<file path="src/rtl/axis_video_rx_pkg.sv">
// Shared types for the video stream receiver: FSM state and error bit positions.
// Latency: n/a (declarations only).
// Backpressure: n/a.
package axis_video_pkg;

   typedef enum logic {
      WAIT_SOF = 1'b0,
      LINE     = 1'b1
   } rx_state_e;

   localparam int ERR_W         = 3;
   localparam int ERR_EOL_EARLY = 0;
   localparam int ERR_EOL_LATE  = 1;
   localparam int ERR_SOF_EARLY = 2;

endpackage

</file>
<file path="src/rtl/axis_video_rx_if.sv">
// AXI4-Stream video link: data, start-of-frame (TUSER), end-of-line (TLAST), valid/ready.
// Latency: none, wires only.
// Backpressure: TREADY driven by the drain side.
interface axis_video_rx_if #(
   parameter int DW = 32
);
   logic [DW-1:0] TDATA;
   logic [3:0]    TKEEP;
   logic          TLAST;
   logic          TUSER;
   logic          TVALID;
   logic          TREADY;

   modport source  (output TDATA, TKEEP, TLAST, TUSER, TVALID, input TREADY);
   modport drain   (input TDATA, TKEEP, TLAST, TUSER, TVALID, output TREADY);
   modport monitor (input TDATA, TKEEP, TLAST, TUSER, TVALID, TREADY);
endinterface

</file>
<file path="src/rtl/axis_video_rx_oreg.sv">
// Single-entry pixel output register carrying data, x/y and sof/eol/eof tags.
// Latency: one cycle from load to o_vld.
// Backpressure: holds all fields while o_vld & ~i_rdy; o_up_rdy = ~o_vld | i_rdy.
module axis_video_rx_oreg #(
   parameter int DW = 32,
   parameter int CW = 12
) (
   input  logic          clk,
   input  logic          rst_n,
   input  logic          i_load,
   input  logic [DW-1:0] i_data,
   input  logic [CW-1:0] i_x,
   input  logic [CW-1:0] i_y,
   input  logic          i_sof,
   input  logic          i_eol,
   input  logic          i_eof,
   input  logic          i_rdy,
   output logic          o_vld,
   output logic [DW-1:0] o_data,
   output logic [CW-1:0] o_x,
   output logic [CW-1:0] o_y,
   output logic          o_sof,
   output logic          o_eol,
   output logic          o_eof,
   output logic          o_up_rdy
);
   logic          r_vld;
   logic [DW-1:0] r_data;
   logic [CW-1:0] r_x;
   logic [CW-1:0] r_y;
   logic          r_sof;
   logic          r_eol;
   logic          r_eof;

   // Capture a forwarded pixel, or retire the held one once downstream takes it.
   always_ff @(posedge clk or negedge rst_n) begin
      if (!rst_n) begin
         r_vld  <= 1'b0;
         r_data <= '0;
         r_x    <= '0;
         r_y    <= '0;
         r_sof  <= 1'b0;
         r_eol  <= 1'b0;
         r_eof  <= 1'b0;
      end else if (i_load) begin
         r_vld  <= 1'b1;
         r_data <= i_data;
         r_x    <= i_x;
         r_y    <= i_y;
         r_sof  <= i_sof;
         r_eol  <= i_eol;
         r_eof  <= i_eof;
      end else if (i_rdy) begin
         r_vld  <= 1'b0;
      end
   end

   assign o_vld    = r_vld;
   assign o_data   = r_data;
   assign o_x      = r_x;
   assign o_y      = r_y;
   assign o_sof    = r_sof;
   assign o_eol    = r_eol;
   assign o_eof    = r_eof;
   assign o_up_rdy = ~r_vld | i_rdy;
endmodule

</file>
<file path="src/rtl/axis_video_rx.sv">
// Video stream receiver: checks SOF/EOL geometry, tags pixels with x/y, counts frames.
// Latency: one cycle from beat acceptance to pix_valid.
// Backpressure: s_TREADY = ~en | ~pix_valid | pix_ready; held low during reset.
module axis_video_rx
   import axis_video_pkg::*;
#(
   parameter int DW       = 32,
   parameter int H_ACTIVE = 640,
   parameter int V_ACTIVE = 480,
   parameter int CW       = 12
) (
   input  logic             ACLK,
   input  logic             ARESETn,
   axis_video_rx_if.drain   s,
   input  logic             en,
   input  logic             err_clr,
   output logic [DW-1:0]    pix_data,
   output logic [CW-1:0]    pix_x,
   output logic [CW-1:0]    pix_y,
   output logic             pix_sof,
   output logic             pix_eol,
   output logic             pix_eof,
   output logic             pix_valid,
   input  logic             pix_ready,
   output logic [ERR_W-1:0] err,
   output logic [15:0]      frame_cnt,
   output logic             busy
);
   localparam logic [CW-1:0] X_LAST = CW'(H_ACTIVE - 1);
   localparam logic [CW-1:0] Y_LAST = CW'(V_ACTIVE - 1);

   rx_state_e        r_state;
   logic [CW-1:0]    r_x;
   logic [CW-1:0]    r_y;
   logic [ERR_W-1:0] r_err;
   logic [15:0]      r_frame_cnt;

   logic             w_up_rdy;
   logic             w_tready;
   logic             w_acc;
   logic             w_fwd;
   logic             w_eol;
   logic             w_eof;
   logic             w_frame_done;
   logic [CW-1:0]    w_cx;
   logic [CW-1:0]    w_cy;
   logic [CW-1:0]    w_nx;
   logic [CW-1:0]    w_ny;
   rx_state_e        w_next_state;
   logic [ERR_W-1:0] w_err_set;
   logic             w_unused;

   assign w_tready = ARESETn & (~en | w_up_rdy);
   assign s.TREADY = w_tready;
   assign w_acc    = s.TVALID & w_tready;
   assign w_unused = ^s.TKEEP;

   // Classify the accepted beat: a SOF beat restarts at (0,0), then the EOL rules decide forward/drop.
   always_comb begin
      w_fwd        = 1'b0;
      w_eol        = 1'b0;
      w_eof        = 1'b0;
      w_frame_done = 1'b0;
      w_err_set    = '0;
      w_cx         = r_x;
      w_cy         = r_y;
      w_nx         = r_x;
      w_ny         = r_y;
      w_next_state = r_state;
      if (w_acc && en) begin
         if (s.TUSER) begin
            w_cx = '0;
            w_cy = '0;
            if (r_state == LINE) w_err_set[ERR_SOF_EARLY] = 1'b1;
         end
         // In WAIT_SOF only a SOF beat gets past this point; everything else is dropped.
         if (r_state == LINE || s.TUSER) begin
            if (s.TLAST && w_cx != X_LAST) begin
               w_err_set[ERR_EOL_EARLY] = 1'b1;
               w_next_state             = WAIT_SOF;
            end else if (!s.TLAST && w_cx == X_LAST) begin
               w_err_set[ERR_EOL_LATE] = 1'b1;
               w_next_state            = WAIT_SOF;
            end else if (s.TLAST) begin
               w_fwd = 1'b1;
               w_eol = 1'b1;
               w_nx  = '0;
               if (w_cy == Y_LAST) begin
                  w_eof        = 1'b1;
                  w_frame_done = 1'b1;
                  w_ny         = '0;
                  w_next_state = WAIT_SOF;
               end else begin
                  w_ny         = w_cy + CW'(1);
                  w_next_state = LINE;
               end
            end else begin
               w_fwd        = 1'b1;
               w_nx         = w_cx + CW'(1);
               w_ny         = w_cy;
               w_next_state = LINE;
            end
         end
      end
   end

   // Frame FSM with coordinates, sticky errors and frame counter; en low abandons the frame silently.
   always_ff @(posedge ACLK or negedge ARESETn) begin
      if (!ARESETn) begin
         r_state     <= WAIT_SOF;
         r_x         <= '0;
         r_y         <= '0;
         r_err       <= '0;
         r_frame_cnt <= '0;
      end else begin
         if (!en) begin
            r_state <= WAIT_SOF;
            r_x     <= '0;
            r_y     <= '0;
         end else begin
            r_state <= w_next_state;
            r_x     <= w_nx;
            r_y     <= w_ny;
         end
         r_err <= err_clr ? '0 : (r_err | w_err_set);
         if (w_frame_done) r_frame_cnt <= r_frame_cnt + 16'd1;
      end
   end

   assign err       = r_err;
   assign frame_cnt = r_frame_cnt;
   assign busy      = (r_state == LINE);

   axis_video_rx_oreg #(
      .DW (DW),
      .CW (CW)
   ) u_oreg (
      .clk      (ACLK),
      .rst_n    (ARESETn),
      .i_load   (w_fwd),
      .i_data   (s.TDATA),
      .i_x      (w_cx),
      .i_y      (w_cy),
      .i_sof    (s.TUSER),
      .i_eol    (w_eol),
      .i_eof    (w_eof),
      .i_rdy    (pix_ready),
      .o_vld    (pix_valid),
      .o_data   (pix_data),
      .o_x      (pix_x),
      .o_y      (pix_y),
      .o_sof    (pix_sof),
      .o_eol    (pix_eol),
      .o_eof    (pix_eof),
      .o_up_rdy (w_up_rdy)
   );
endmodule

</file>
<file path="src/flat_wrapper.sv">
// flat-port wrapper written by rule: the top's interface ports become plain ports
module axis_video_rx_flat import axis_video_pkg::*;
#(
   parameter int DW       = 32,
   parameter int H_ACTIVE = 640,
   parameter int V_ACTIVE = 480,
   parameter int CW       = 12
)
  (ACLK, ARESETn, en, err_clr, pix_data, pix_x, pix_y, pix_sof, pix_eol, pix_eof, pix_valid, pix_ready, err, frame_cnt, busy, s_TDATA, s_TKEEP, s_TLAST, s_TUSER, s_TVALID, s_TREADY);
  axis_video_rx_if #(.DW(DW)) s_i ();
  input  logic ACLK;
  input  logic ARESETn;
  input  logic en;
  input  logic err_clr;
  output logic [DW-1:0] pix_data;
  output logic [CW-1:0] pix_x;
  output logic [CW-1:0] pix_y;
  output logic pix_sof;
  output logic pix_eol;
  output logic pix_eof;
  output logic pix_valid;
  input  logic pix_ready;
  output logic [ERR_W-1:0] err;
  output logic [15:0] frame_cnt;
  output logic busy;
  input wire logic [$bits(s_i.TDATA)-1:0] s_TDATA;
  input wire logic [$bits(s_i.TKEEP)-1:0] s_TKEEP;
  input wire logic [$bits(s_i.TLAST)-1:0] s_TLAST;
  input wire logic [$bits(s_i.TUSER)-1:0] s_TUSER;
  input wire logic [$bits(s_i.TVALID)-1:0] s_TVALID;
  output wire logic [$bits(s_i.TREADY)-1:0] s_TREADY;
  assign s_i.TDATA = s_TDATA;
  assign s_i.TKEEP = s_TKEEP;
  assign s_i.TLAST = s_TLAST;
  assign s_i.TUSER = s_TUSER;
  assign s_i.TVALID = s_TVALID;
  assign s_TREADY = s_i.TREADY;
  axis_video_rx #(.DW(DW), .H_ACTIVE(H_ACTIVE), .V_ACTIVE(V_ACTIVE), .CW(CW)) u_core (.ACLK(ACLK), .ARESETn(ARESETn), .s(s_i), .en(en), .err_clr(err_clr), .pix_data(pix_data), .pix_x(pix_x), .pix_y(pix_y), .pix_sof(pix_sof), .pix_eol(pix_eol), .pix_eof(pix_eof), .pix_valid(pix_valid), .pix_ready(pix_ready), .err(err), .frame_cnt(frame_cnt), .busy(busy));
endmodule
</file>
<file path="config.mk">
export PLATFORM = sky130hd
export DESIGN_NAME = axis_video_rx_flat
export DESIGN_NICKNAME = d
export VERILOG_FILES = /design/src/rtl/axis_video_rx_pkg.sv /design/src/rtl/axis_video_rx_if.sv /design/src/rtl/axis_video_rx_oreg.sv /design/src/rtl/axis_video_rx.sv /design/src/flat_wrapper.sv
export SDC_FILE = /design/constraint.sdc
export NUM_CORES = 1
export LEC_CHECK = 0
export CAP_MARGIN = 20
export CELL_PAD_IN_SITES_DETAIL_PLACEMENT = 0
export CELL_PAD_IN_SITES_GLOBAL_PLACEMENT = 1
export CORE_MARGIN = 4
export CORE_UTILIZATION = 41
export DETAILED_ROUTE_END_ITERATION = 10
export PLACE_DENSITY_LB_ADDON = 0.1
export SLEW_MARGIN = 20
export SYNTH_ARGS = -nofsm -noshare
export SYNTH_HDL_FRONTEND = slang
export SYNTH_SLANG_ARGS = --single-unit
</file>
<file path="constraint.sdc">
create_clock -name ACLK -period 7.8 [get_ports ACLK]
set_input_delay 1.56 -clock ACLK [delete_from_list [all_inputs] [get_ports ACLK]]
set_output_delay 1.56 -clock ACLK [all_outputs]
set_load 0.01 [all_outputs]
</file>
==> impl_results.md <==
- Status: complete, no violations
- Crit Path Category: in2reg
- WL per Instance: 16.7 um
- Worst-case reg-to-reg path depth: 8
- Crit. Startpoint: s_TUSER
- Hold crit path type: reg2reg
- # hold bufs at CTS: 0
- Initial Utilization: 0.421
- Critical path capture point type: flip-flop
- Fmax: 0.180 GHz
- Relative slew slack: 0.413
- Worst vdd ir: 0.128 mV
- Ant. Diodes: 0
- Buffers added on ports: 120
- Worst Clk Skew: 0.00648 ns
- Met3 track demand over resource: 0.0337
- Met1 track demand over resource: 0.233
- ANT nets after route: 0
- Synth unique cells: 50
- H-tree depth: 3
- Hold slack final: 0.476 ns
- Die Span Y: 117 um
- Placed Cells: 652
- Dominant synthesized flop cell: dfrtp_1
- Number of antenna violations at the first check in global routing: 0
- Fin Setup TNS: 0 ns
- Num CTS Buffers: 9
- Top fanout value on the critical path: 36
- Final WL: 11200 um
- Post-synthesis cell area: 4830 sq um
- Pwr dens: 199 nW/um^2
- Vias per inst: 5.37
- Row count: 39
- First-pass GRT wire length: 18000 um
- Critical path capture point: u_core.u_oreg.o_data[29]
- EDFF count, synth: 0
- Via Count: 3585
- Clk buf depth: 2
- Placed Instance Area: 6130 sq um
- Post-DP HPWL: 7820 um
- Reg clk slew, reported paths: 0.07 ns
- Fin crit period: 5.57 ns
- Synth async-reset ratio: 1.00
- CP Data Required Time: 8.03 ns
- Final nets: 567
- Post-route clock period utilization: 0.714
- Gr ovfl total: 0
- Share of cells above drive strength 1: 0.160
- Initial DRC Count: 266
- Met2 usage: 0.262
- Fin. Hold Viols: 0
- Slew @ Worst Pin: 0.877 ns
- RSZ-0062 raised after global routing: no
- RePlAce Congestion: 0.777
- DRC: 0
- Vias in the first global route: 3570
- Synth-to-Final Area Change: 33.4%
- Fin util: 0.562
- Synth Register Bits: 104
- Sequential element share of the synthesized area: 0.539
- Crit path launch type: input pin
- # resized after CTS: 0
- Pleak: 0.00289 uW
- Design area: 6440 sq um
- Worst R2R Setup Slack: 4.16 ns
- Die area: 13600 sq um
- TritonCTS clock tree: built
- Syn Inst Count: 405
- Die X: 117 um
- R2r endpoint: u_core.u_oreg.o_data[29]
- Commonest non-fill, non-tap cell in the layout: clkdlybuf4s50_1
- Synthesis Warnings: 0
- Largest net degree at the start of global routing: 57
- Setup Buffers After CTS: 0
- Avg Cell Area, Syn: 11.9 sq um
- Root Buffer: clkbuf_16
- Most used routing layer in global routing: met2
- Max-cap violations: 0
- DR pass1 iterations: 4
- Reg2Reg Launch Point: u_core.r_x[1]
- Number of setup violations in the final report: 0
- Clock latency on the worst-skew pair: 0.35 ns
- GRT Overall Usage: 0.168
- TritonCTS Sinks: 104
- Layout Cells excl Fill: 668
- Synth Net Count: 452
- Commonest non-fill, non-tap cells in the layout: clkdlybuf4s50_1, dfrtp_1, mux2_2, nor2b_1, nor2_1
- Max-slew violations: 0
- Core area: 11500 sq um
- Io pins: 125
- WP data arrival: 5.80 ns
power breakdown:
group | switching [uW] | leakage (uW) | total (uW) | internal [uW]
clock | 201 | 0.000149 | 468 | 267
combinational | 78.0 | 0.00137 | 209 | 131
sequential | 20.9 | 0.00137 | 603 | 582
total | 300 | 0.00289 | 1280 | 980
layer usage:
layer | vias to the layer above | share of wire
li1 | 1696 | -
met2 | 103 | 0.47
met5 | - | 0
met1 | 1774 | 0.45
met3 | 12 | 0.064
met4 | 0 | 0.016
logic make-up (layout without fill, tap and decap cells):
kind of cell    after synthesis  in the layout  share of synthesized area
compound gates               47             47                     0.0756
buf+inv                      29            149                     0.0285
simple gates                144            144                      0.170
xor+xnor                     17             17                     0.0308
flops                       104            104                      0.539
mux                          61             61                      0.148
fa+ha+maj                     3              3                    0.00777
worst max-delay path, cell delays in order:
cell and delay (ns):
clkdlybuf4s50_1 0.87, nor2b_1 0.51, ha_1 0.29, nand3_1 0.15, and4bb_1 0.54, mux2_4 0.37
or2_2 0.56, buf_4 0.51, mux2_2 0.40
worst min-delay path by stage:
stage	from	to	slack [ns]	cells past startpoint
after global placement	u_core.frame_cnt[15]	u_core.frame_cnt[15]	0.46	1
after floorplan	u_core.r_x[1]	u_core.r_x[1]	0.46	1
after detailed placement	u_core.frame_cnt[15]	u_core.frame_cnt[15]	0.47	1
after global routing	u_core.frame_cnt[15]	u_core.frame_cnt[15]	0.49	1
after CTS	u_core.frame_cnt[15]	u_core.frame_cnt[15]	0.48	1
final	u_core.frame_cnt[15]	u_core.frame_cnt[15]	0.48	1
per-stage QoR:
stage / power (uW) / setup slack (ns)
floorplan: 693 / 3.62
global placement: 821 / 1.80
detailed placement: 826 / 1.72
CTS: 1300 / 2.08
global route: 1330 / 1.84
finish: 1280 / 2.23
cell usage after synthesis (all sizes together), types with 2 or more instances:
cell type | n | share of area
nand2 | 14 | 0.011
nand3b | 2 | 0.0031
or3 | 2 | 0.0026
mux2 | 60 | 0.15
a221o | 6 | 0.012
or2 | 3 | 0.0039
xnor2 | 7 | 0.013
and4b | 4 | 0.0083
nor2b | 24 | 0.031
and3 | 6 | 0.0078
nor4 | 5 | 0.0065
o211ai | 7 | 0.011
a21boi | 2 | 0.0031
and4 | 3 | 0.0054
a22oi | 2 | 0.0031
nor2 | 24 | 0.019
ha | 3 | 0.0078
o31ai | 7 | 0.011
nor4b | 2 | 0.0049
nand3 | 20 | 0.021
dfrtp | 104 | 0.54
inv | 9 | 0.0070
o32ai | 2 | 0.0036
nand4 | 10 | 0.013
xor2 | 10 | 0.018
nand2b | 4 | 0.0052
o21ai | 7 | 0.0073
and3b | 2 | 0.0036
a22o | 4 | 0.0073
a41oi | 3 | 0.0054
nor3 | 9 | 0.0093
clkbuf | 11 | 0.0085
buf | 9 | 0.013
and2 | 6 | 0.0078
nand4b | 2 | 0.0036
flip-flops by register name (all words and copies together) (netlist names):
signal and cells:
u_core.busy 1, u_core.u_oreg.o_eol 1, u_core.r_x 12, u_core.u_oreg.o_vld 1, u_core.u_oreg.o_eof 1, u_core.u_oreg.o_y 12, u_core.u_oreg.o_x 12, u_core.frame_cnt 16
u_core.u_oreg.o_data 32, u_core.u_oreg.o_sof 1, u_core.err 3, u_core.r_y 12
final cells by class:
type,count,area (sq um)
Clock buffer,12,256
Clock inverter,4,51.3
Fill cell,1025,5020
Inverter,9,33.8
Multi-Input combinational cell,272,2090
Sequential cell,104,2600
Tap cell,143,179
Timing Repair Buffer,124,1230
No activity file was read; power rests on OpenSTA's default activity.
